$ cat config.mk
export PLATFORM = sky130hd
export DESIGN_NAME = frame_sequencer_flat
export DESIGN_NICKNAME = d
export VERILOG_FILES = /design/src/rtl/modulator_pkg.sv /design/src/rtl/frame_sequencer_if.sv /design/src/rtl/frame_sequencer.sv /design/src/flat_wrapper.sv
export SDC_FILE = /design/constraint.sdc
export NUM_CORES = 1
export LEC_CHECK = 0
export ABC_AREA = 0
export CAP_MARGIN = 0
export CORE_MARGIN = 4
export CORE_UTILIZATION = 58
export DETAILED_ROUTE_END_ITERATION = 10
export HOLD_SLACK_MARGIN = 0.06
export PLACE_DENSITY_LB_ADDON = 0.1
export SETUP_SLACK_MARGIN = 0.02
export SYNTH_ARGS = -nofsm -noshare
export SYNTH_HDL_FRONTEND = slang
export SYNTH_SLANG_ARGS = --single-unit
$ cat constraint.sdc
create_clock -name i_clk -period 4.3 [get_ports i_clk]
set_clock_uncertainty 0.1 [all_clocks]
set_input_delay 0.86 -clock i_clk [delete_from_list [all_inputs] [get_ports i_clk]]
set_output_delay 0.86 -clock i_clk [all_outputs]
set_load 0.1 [all_outputs]
$ cat src/rtl/modulator_pkg.sv
// Shared types and default constants for the modulator front-end (Pack stage).
package modulator_pkg;

   // Frame sequencer FSM states.
   typedef enum logic [2:0] {
      IDLE,
      PRE,
      SYNC,
      LEN,
      PAY,
      DRAIN,
      GAP
   } state_t;

   localparam logic [7:0]  DEF_PREAMBLE_BYTE = 8'h55;
   localparam logic [15:0] DEF_SYNC_WORD     = 16'hD391;
   localparam int          DEF_GAP_LEN       = 16;

   // Header bytes that follow the preamble: two sync bytes plus the length byte.
   localparam int HDR_LEN = 3;

   // Total bytes on the wire for one frame carrying n payload bytes.
   function automatic int frame_bytes(input int preamble_len, input int n);
      return preamble_len + HDR_LEN + n;
   endfunction

endpackage

$ cat src/rtl/frame_sequencer_if.sv
// Handshake and control bundle between a host/modulator pair and the frame sequencer.
// The master side drives start/length, payload and downstream ready; the
// slave side (the sequencer) drives the payload ready, output byte and status.
interface frame_sequencer_if #(
   parameter int SIZE_INPUT_BIT = 8
);
   logic                      i_start;
   logic [7:0]                i_length;
   logic [SIZE_INPUT_BIT-1:0] i_data;
   logic                      i_valid;
   logic                      o_ready_payload;
   logic [SIZE_INPUT_BIT-1:0] o_data;
   logic                      o_valid;
   logic                      i_ready_output;
   logic                      o_busy;
   logic                      o_done;

   modport master (
      output i_start, i_length, i_data, i_valid, i_ready_output,
      input  o_ready_payload, o_data, o_valid, o_busy, o_done
   );

   modport slave (
      input  i_start, i_length, i_data, i_valid, i_ready_output,
      output o_ready_payload, o_data, o_valid, o_busy, o_done
   );
endinterface

$ cat src/rtl/frame_sequencer.sv
// Frame builder in front of the modulator byte input: preamble, sync word,
// length byte, then N host payload bytes, followed by an enforced idle gap.
// Output is a single valid/ready register that can reload on the cycle it
// transfers, so an unstalled frame streams at one byte per cycle.
module frame_sequencer
   import modulator_pkg::*;
#(
   parameter int          SIZE_INPUT_BIT = 8,
   parameter int          PREAMBLE_LEN   = 4,
   parameter logic [7:0]  PREAMBLE_BYTE  = DEF_PREAMBLE_BYTE,
   parameter logic [15:0] SYNC_WORD      = DEF_SYNC_WORD,
   parameter int          GAP_LEN        = DEF_GAP_LEN
) (
   input logic               i_clk,
   input logic               i_reset,
   frame_sequencer_if.slave  bus
);

   localparam logic [3:0] PRE_LAST = 4'(PREAMBLE_LEN - 1);
   localparam logic [7:0] GAP_INIT = 8'(GAP_LEN);

   state_t                    state_reg;
   logic [3:0]                cnt_reg;        // preamble / sync byte index
   logic [7:0]                len_reg;        // latched payload length N
   logic [7:0]                remaining_reg;  // payload bytes still to load
   logic [7:0]                gap_reg;        // idle cycles left after the frame
   logic [SIZE_INPUT_BIT-1:0] data_reg;
   logic                      valid_reg;
   logic                      busy_reg;

   logic load;
   logic xfer;

   // The output register may take a new byte when empty or when draining this cycle.
   assign load = !valid_reg || bus.i_ready_output;
   assign xfer = valid_reg && bus.i_ready_output;

   // Payload is pulled only in PAY, and only when the output register can take it.
   assign bus.o_ready_payload = (state_reg == PAY) && load;
   // Done marks the transfer of the final frame byte itself.
   assign bus.o_done          = (state_reg == DRAIN) && xfer;
   assign bus.o_data          = data_reg;
   assign bus.o_valid         = valid_reg;
   assign bus.o_busy          = busy_reg;

   // Frame FSM with its counters and the output byte register.
   always_ff @(posedge i_clk or negedge i_reset) begin
      if (!i_reset) begin
         state_reg     <= IDLE;
         cnt_reg       <= '0;
         len_reg       <= '0;
         remaining_reg <= '0;
         gap_reg       <= '0;
         data_reg      <= '0;
         valid_reg     <= 1'b0;
         busy_reg      <= 1'b0;
      end else begin
         // A transfer empties the register unless a state below reloads it.
         if (xfer) begin
            valid_reg <= 1'b0;
         end

         case (state_reg)
            IDLE: begin
               busy_reg <= 1'b0;
               if (bus.i_start) begin
                  len_reg   <= bus.i_length;
                  busy_reg  <= 1'b1;
                  cnt_reg   <= '0;
                  state_reg <= PRE;
               end
            end

            PRE: begin
               if (load) begin
                  data_reg  <= SIZE_INPUT_BIT'(PREAMBLE_BYTE);
                  valid_reg <= 1'b1;
                  if (cnt_reg == PRE_LAST) begin
                     cnt_reg   <= '0;
                     state_reg <= SYNC;
                  end else begin
                     cnt_reg <= cnt_reg + 4'd1;
                  end
               end
            end

            SYNC: begin
               if (load) begin
                  valid_reg <= 1'b1;
                  if (cnt_reg == 4'd0) begin
                     data_reg <= SIZE_INPUT_BIT'(SYNC_WORD[15:8]);
                     cnt_reg  <= 4'd1;
                  end else begin
                     data_reg  <= SIZE_INPUT_BIT'(SYNC_WORD[7:0]);
                     cnt_reg   <= '0;
                     state_reg <= LEN;
                  end
               end
            end

            LEN: begin
               if (load) begin
                  data_reg  <= SIZE_INPUT_BIT'(len_reg);
                  valid_reg <= 1'b1;
                  if (len_reg == 8'd0) begin
                     state_reg <= DRAIN;
                  end else begin
                     remaining_reg <= len_reg;
                     state_reg     <= PAY;
                  end
               end
            end

            PAY: begin
               // No byte is invented while the host is starved.
               if (bus.i_valid && load) begin
                  data_reg      <= bus.i_data;
                  valid_reg     <= 1'b1;
                  remaining_reg <= remaining_reg - 8'd1;
                  if (remaining_reg == 8'd1) begin
                     state_reg <= DRAIN;
                  end
               end
            end

            DRAIN: begin
               if (xfer) begin
                  if (GAP_LEN == 0) begin
                     busy_reg  <= 1'b0;
                     state_reg <= IDLE;
                  end else begin
                     gap_reg   <= GAP_INIT;
                     state_reg <= GAP;
                  end
               end
            end

            GAP: begin
               gap_reg <= gap_reg - 8'd1;
               if (gap_reg <= 8'd1) begin
                  busy_reg  <= 1'b0;
                  state_reg <= IDLE;
               end
            end

            default: begin
               state_reg <= IDLE;
            end
         endcase
      end
   end

endmodule

$ cat src/flat_wrapper.sv
// flat-port wrapper written by rule: the top's interface ports become plain ports
module frame_sequencer_flat import modulator_pkg::*;
#(
   parameter int          SIZE_INPUT_BIT = 8,
   parameter int          PREAMBLE_LEN   = 4,
   parameter logic [7:0]  PREAMBLE_BYTE  = DEF_PREAMBLE_BYTE,
   parameter logic [15:0] SYNC_WORD      = DEF_SYNC_WORD,
   parameter int          GAP_LEN        = DEF_GAP_LEN
)
  (i_clk, i_reset, bus_i_start, bus_i_length, bus_i_data, bus_i_valid, bus_i_ready_output, bus_o_ready_payload, bus_o_data, bus_o_valid, bus_o_busy, bus_o_done);
  frame_sequencer_if #(.SIZE_INPUT_BIT(SIZE_INPUT_BIT)) bus_i ();
  input logic i_clk;
  input logic i_reset;
  input wire logic [$bits(bus_i.i_start)-1:0] bus_i_start;
  input wire logic [$bits(bus_i.i_length)-1:0] bus_i_length;
  input wire logic [$bits(bus_i.i_data)-1:0] bus_i_data;
  input wire logic [$bits(bus_i.i_valid)-1:0] bus_i_valid;
  input wire logic [$bits(bus_i.i_ready_output)-1:0] bus_i_ready_output;
  output wire logic [$bits(bus_i.o_ready_payload)-1:0] bus_o_ready_payload;
  output wire logic [$bits(bus_i.o_data)-1:0] bus_o_data;
  output wire logic [$bits(bus_i.o_valid)-1:0] bus_o_valid;
  output wire logic [$bits(bus_i.o_busy)-1:0] bus_o_busy;
  output wire logic [$bits(bus_i.o_done)-1:0] bus_o_done;
  assign bus_i.i_start = bus_i_start;
  assign bus_i.i_length = bus_i_length;
  assign bus_i.i_data = bus_i_data;
  assign bus_i.i_valid = bus_i_valid;
  assign bus_i.i_ready_output = bus_i_ready_output;
  assign bus_o_ready_payload = bus_i.o_ready_payload;
  assign bus_o_data = bus_i.o_data;
  assign bus_o_valid = bus_i.o_valid;
  assign bus_o_busy = bus_i.o_busy;
  assign bus_o_done = bus_i.o_done;
  frame_sequencer #(.SIZE_INPUT_BIT(SIZE_INPUT_BIT), .PREAMBLE_LEN(PREAMBLE_LEN), .PREAMBLE_BYTE(PREAMBLE_BYTE), .SYNC_WORD(SYNC_WORD), .GAP_LEN(GAP_LEN)) u_core (.i_clk(i_clk), .i_reset(i_reset), .bus(bus_i));
endmodule
Word-level counts from Yosys, hierarchy flattened
Index checks and enable logic that the tools add are counted.

Add/sub/neg operators: 3. $mul: 0. Div/mod/pow operators: 0. $lt $le $gt $ge: 1. Equality and inequality tests: 19. Shift-type cells: 0. Mux-type cells: 37. Bitwise logic cells: 0. Reductions and logical operators: 22.

Operator list (number): two-way mux 8 bit (8); case mux 8 bit (2 select lines) (2); case mux 8 bit (4 select lines) (1); two-way mux 3 bit (10); case mux 3 bit (7 select lines) (1); two-way mux 4 bit (4); subtractor 8 x 1 -> 8 bit (second input constant) (2); != test 2 x 1 -> 1 bit (second input constant) (6); case mux 4 bit (3 select lines) (1); != test 2 bit (second input constant) (5); AND reduction 10 bit (1); equality test 3 bit (second input constant) (3); equality test 8 x 1 -> 1 bit (second input constant) (1); less-or-equal comparator 8 x 1 -> 1 bit (second input constant) (1); logical NOT 8 bit (1); AND reduction 4 bit (2); two-way mux 1 bit (7); two-way mux 7 bit (1); equality test 3 x 2 -> 1 bit (second input constant) (2); AND reduction 2 bit (3); nonzero test 2 bit (3); AND reduction 5 bit (1); adder 4 x 1 -> 4 bit (second input constant) (1); equality test 4 x 2 -> 1 bit (second input constant) (1); other kinds (10) (14).

Flip-flop bits (word level): 41. Bits in latches: 0. Bits in writable memories: 0. Bits in read-only memories: 0. Bits of input ports: 21. Output and inout port bits: 12. Logic and storage cells: 90. Memories kept: 0.

Longest topological paths before layout
Depth after elaboration: 5. Gate-level depth with buffers: 7. Mapped depth without buffers: 7.

Least setup slack after synthesis
No wires, ideal clock.

Kind: register to output. Start point: register u_core.state_reg[0]. End point: output port bus_o_ready_payload. Arrival time: 2.408 ns. Data required time: 3.340 ns. Path slack: 0.932 ns. Stages on the path, launching flop included: 5. Buffers on the path: 2. Path through: dfrtp_1 > buf_6 > or3b_4 > clkbuf_1 > nor2_1.

Word-level cells in the longest chain between the ends: 2.

Ends and longest elaborated chain: start: declaration (RTL line frame_sequencer.sv:22) `state_t state_reg;`; start signal: assignment (RTL line frame_sequencer.sv:49) `state_reg <= IDLE;`; start signal: assignment (RTL line frame_sequencer.sv:70) `state_reg <= PRE;`; start signal: assignment (RTL line frame_sequencer.sv:80) `state_reg <= SYNC;`; equality test 3 bit (RTL line frame_sequencer.sv:39) `assign bus.o_ready_payload = (state_reg == PAY) && load;`; logical AND 1 bit (RTL line frame_sequencer.sv:39); end: declaration (RTL line flat_wrapper.sv:19) `output wire logic [$bits(bus_i.o_ready_payload)-1:0] bus_o_ready_payload;`.

No other way between the ends.

Final worst setup path
Start point: input port bus_i_ready_output. End point: output port bus_o_done.

Word-level cells in the longest chain between the ends: 2.

Ends and longest elaborated chain: start: declaration (RTL line flat_wrapper.sv:18) `input wire logic [$bits(bus_i.i_ready_output)-1:0] bus_i_ready_output;`; logical AND 1 bit (RTL line frame_sequencer.sv:36) `assign xfer = valid_reg && bus.i_ready_output;`; logical AND 1 bit (RTL line frame_sequencer.sv:41) `assign bus.o_done = (state_reg == DRAIN) && xfer;`; end: declaration (RTL line flat_wrapper.sv:23) `output wire logic [$bits(bus_i.o_done)-1:0] bus_o_done;`.

No other way between the ends.

==> impl_results.md <==
- Fin crit period: roughly 3.2 ns
- Avg Vias per Cell: 6.09
- Die width: about 71 µm
- Reg-to-Reg End: u_core.bus.o_data[1]$_DFFE_PN0P_
- Inst Count DP: around 310
- Worst-path fanout max: 7
- Sequential fraction of design power: a little over a third
- Combinational share of power: between 50% and 60%
- Post-CTS Setup Repair Bufs: 0
- EDFF count, synth: 0
- Hold depth: 2
- Iteration-0 DRC Markers: 181
- Worst-Margin Slew: between 0.9 and 1 ns
- R2r startpoint: u_core.state_reg[2]$_DFFE_PN0P_
- NumNets Final: just under 300
- DRT Pass-1 Iters: 4
- Synth warn: 0
- Via count of the first global-routing pass: 1851
- Outcome: finished, final reports clean
- Post-synthesis sequential area ratio: between 40% and 50%
- Rows: 22
- DR WL/cell: ~16 µm
- Num CTS Buffers: 5
- WS Path Type: primary input to output pin
- DR DRC count: 0
- Core region area: 3770 µm²
- IO Port Bufs: 32
- Post-synth net total: 272
- Ant diodes: 0
- HPWL after DPL: approximately 3.7 mm
- CTS Hold Bufs: 0
- Flop2flop setup slack: a little under 2 ns
- Net Switching: between 1000 and 1500 µW
- Total Die Area: 5100 µm²
- Share of layout cells above drive strength 1: approximately 11%
- Register area: about 1000 µm²
- Ys flop type: dfrtp_1
- CP startpoint kind: primary input
- First-pass GRT wire length: 8.54 mm
- Clock root buffer master: clkbuf_8
- Clock Latency Late Sink: 0.29 ns
- Hold Vio Cnt, Final: 0
- Die H: roughly 71 µm
- Max-cap violations: 0
- Clock Pin Slew Worst Setup and Hold Paths: 0.07 ns
- CTS max path bufs: 2
- Flops & latches, synth: 41
- GRT Total Usage: about a fifth
- Peak supply drop: 0.423 mV
- Fillcell total: 300
- Max transition margin: 35.2%
- Final Cycle Share: 74.1%
- P&R area growth vs syn: 16.3%
- CTS resizes: 0
- Mapped Cells: 245
- Endpoint class of the critical path: output pin
- Clock share of power: a little over a tenth
- Synthesized area per cell: 9.51 µm²
- Footprint of the multi-input gates: 1190 µm²
- Worst min-delay path class: flip-flop to flip-flop
- Final TNS setup: 0 ns
- TritonCTS Sinks: 41
- Starting density of the core: 61.8%
- Fin cells: between 300 and 400
- Setup violations, final: 0
- H-tree depth: 2
- Min-delay src: u_core.bus.o_data[3]$_DFFE_PN0P_
- P_leak: ~0.0011 µW
- Count of cell types in the netlist: 57
- Reg2reg path depth: 4
- RSZ-0062 raised after global routing: false
- Max Fclk: 314 MHz
- Wirelength, routed: 5.02 mm
- Arrival @ worst endpoint: about 2.2 ns
- Sw frac: about 51%
- I/O Pins: 33
- Pin count of the biggest net entering global routing: 42
- Hold path endpoint: u_core.bus.o_data[3]$_DFFE_PN0P_
- CTS tree: yes
- Final Max Tran Viols: 0
- Req. time, crit path: about 3.3 ns
- FFs w/ async S/R, synth: 100%
- Antenna viol nets, final: 0
- PwrDens: 840 nW/µm²
- Via Count: 1950
- GPL Wtd Cong: 0.841
- Overflow after GRT: 0
- Mapped Area: about 2300 µm²
- Highest-count cells in the layout ignoring fill and taps: 41 x dfrtp_1, 29 x clkdlybuf4s50_1, 27 x o21ai_0
- Most common cell after layout, fill and taps aside: dfrtp_1
- Initial antenna violation count: 0
- Internal power: ~1100 µW
## worst max-delay path, stage by stage
cell,delay [ns]
clkdlybuf4s50_1,0.51
nand3_1,0.07
or2_2,0.37
inv_1,0.11
buf_4,0.29
## worst max-delay path by stage
stage / slack [ns] / from / cells past startpoint / end
floorplan: 0.93 / u_core.state_reg[0]$_DFFE_PN0P_ / 4 / bus_o_ready_payload
global placement: 1.14 / bus_i_ready_output / 5 / bus_o_done
detailed placement: 1.12 / bus_i_ready_output / 5 / bus_o_done
CTS: 1.11 / bus_i_ready_output / 5 / bus_o_done
global route: 1.04 / bus_i_ready_output / 5 / bus_o_done
finish: 1.11 / bus_i_ready_output / 5 / bus_o_done
## synthesized netlist by cell type (3+ instances only)
| cell | count | area share, % |
|---|---|---|
| nor2_1 | 8 | 1.3 |
| or4_1 | 4 | 1.3 |
| dfrtp_1 | 41 | 44 |
| inv_1 | 12 | 1.9 |
| a21oi_1 | 16 | 3.4 |
| nand3_1 | 13 | 2.8 |
| a21o_1 | 3 | 0.97 |
| o22ai_1 | 3 | 0.81 |
| nand2_1 | 20 | 3.2 |
| ha_1 | 6 | 3.2 |
| clkbuf_1 | 5 | 0.81 |
| nand3b_1 | 3 | 0.97 |
| mux2_2 | 8 | 3.9 |
| nor3_1 | 10 | 2.1 |
| o211ai_1 | 3 | 0.97 |
| nand2b_1 | 6 | 1.6 |
| a22oi_1 | 3 | 0.97 |
| buf_2 | 5 | 1.1 |
| o21ai_0 | 27 | 5.8 |
## cells by family (layout without fill, tap and decap cells)
logic type	after synthesis	in the layout	share of synthesized area (%)
and+or+nand+nor	82	82	19.9
DFF	41	41	44.0
buffers and inverters	25	52	4.94
muxes	9	9	4.30
AOI/OAI and AO/OA	82	82	23.6
adders and majority gates	6	6	3.22
## metal layers
layer  vias to the layer above  part of all wire (%)  track usage (%)
met3                         5                   6.9             5.05
met4                         0                   1.3             6.26
met1                       935                    46             29.8
met2                        52                    45             31.6
li1                        958                     -                -
met5                         -                     0                0
## cell type report
| type | instances | area share, % |
|---|---|---|
| clock buffers | 8 | 2.95 |
| inverters | 12 | 1.66 |
| multi-input cells | 179 | 43.9 |
| flip-flops and latches | 41 | 37.9 |
| well taps | 48 | 2.22 |
| repair buffers | 32 | 11.4 |
## power by group through the flow
stage | logic, µW | registers, µW | clock network, µW
2_1_floorplan | 746 | 1020 | 0
3_3_place_gp | 1200 | 805 | 0
3_5_place_dp | 1230 | 812 | 0
4_1_cts | 1230 | 805 | 243
5_1_grt | 1330 | 847 | 258
6_report | 1230 | 811 | 236
## through the flow
| stage | setup WS (ns) | hold slack (ns) | power, µW | util (%) | cell area [µm²] |
|---|---|---|---|---|---|
| global placement | 1.14 | 0.361 | 2010 | 69.7 | 2630 |
| finish | 1.11 | 0.383 | 2280 | 71.9 | 2710 |
| detailed placement | 1.12 | 0.378 | 2040 | 69.7 | 2630 |
| global route | 1.04 | 0.441 | 2440 | 71.9 | 2710 |
| floorplan | 0.932 | 0.358 | 1770 | - | 2330 |
| CTS | 1.11 | 0.394 | 2280 | 71.9 | 2710 |
(Power assumes the default switching activity.)
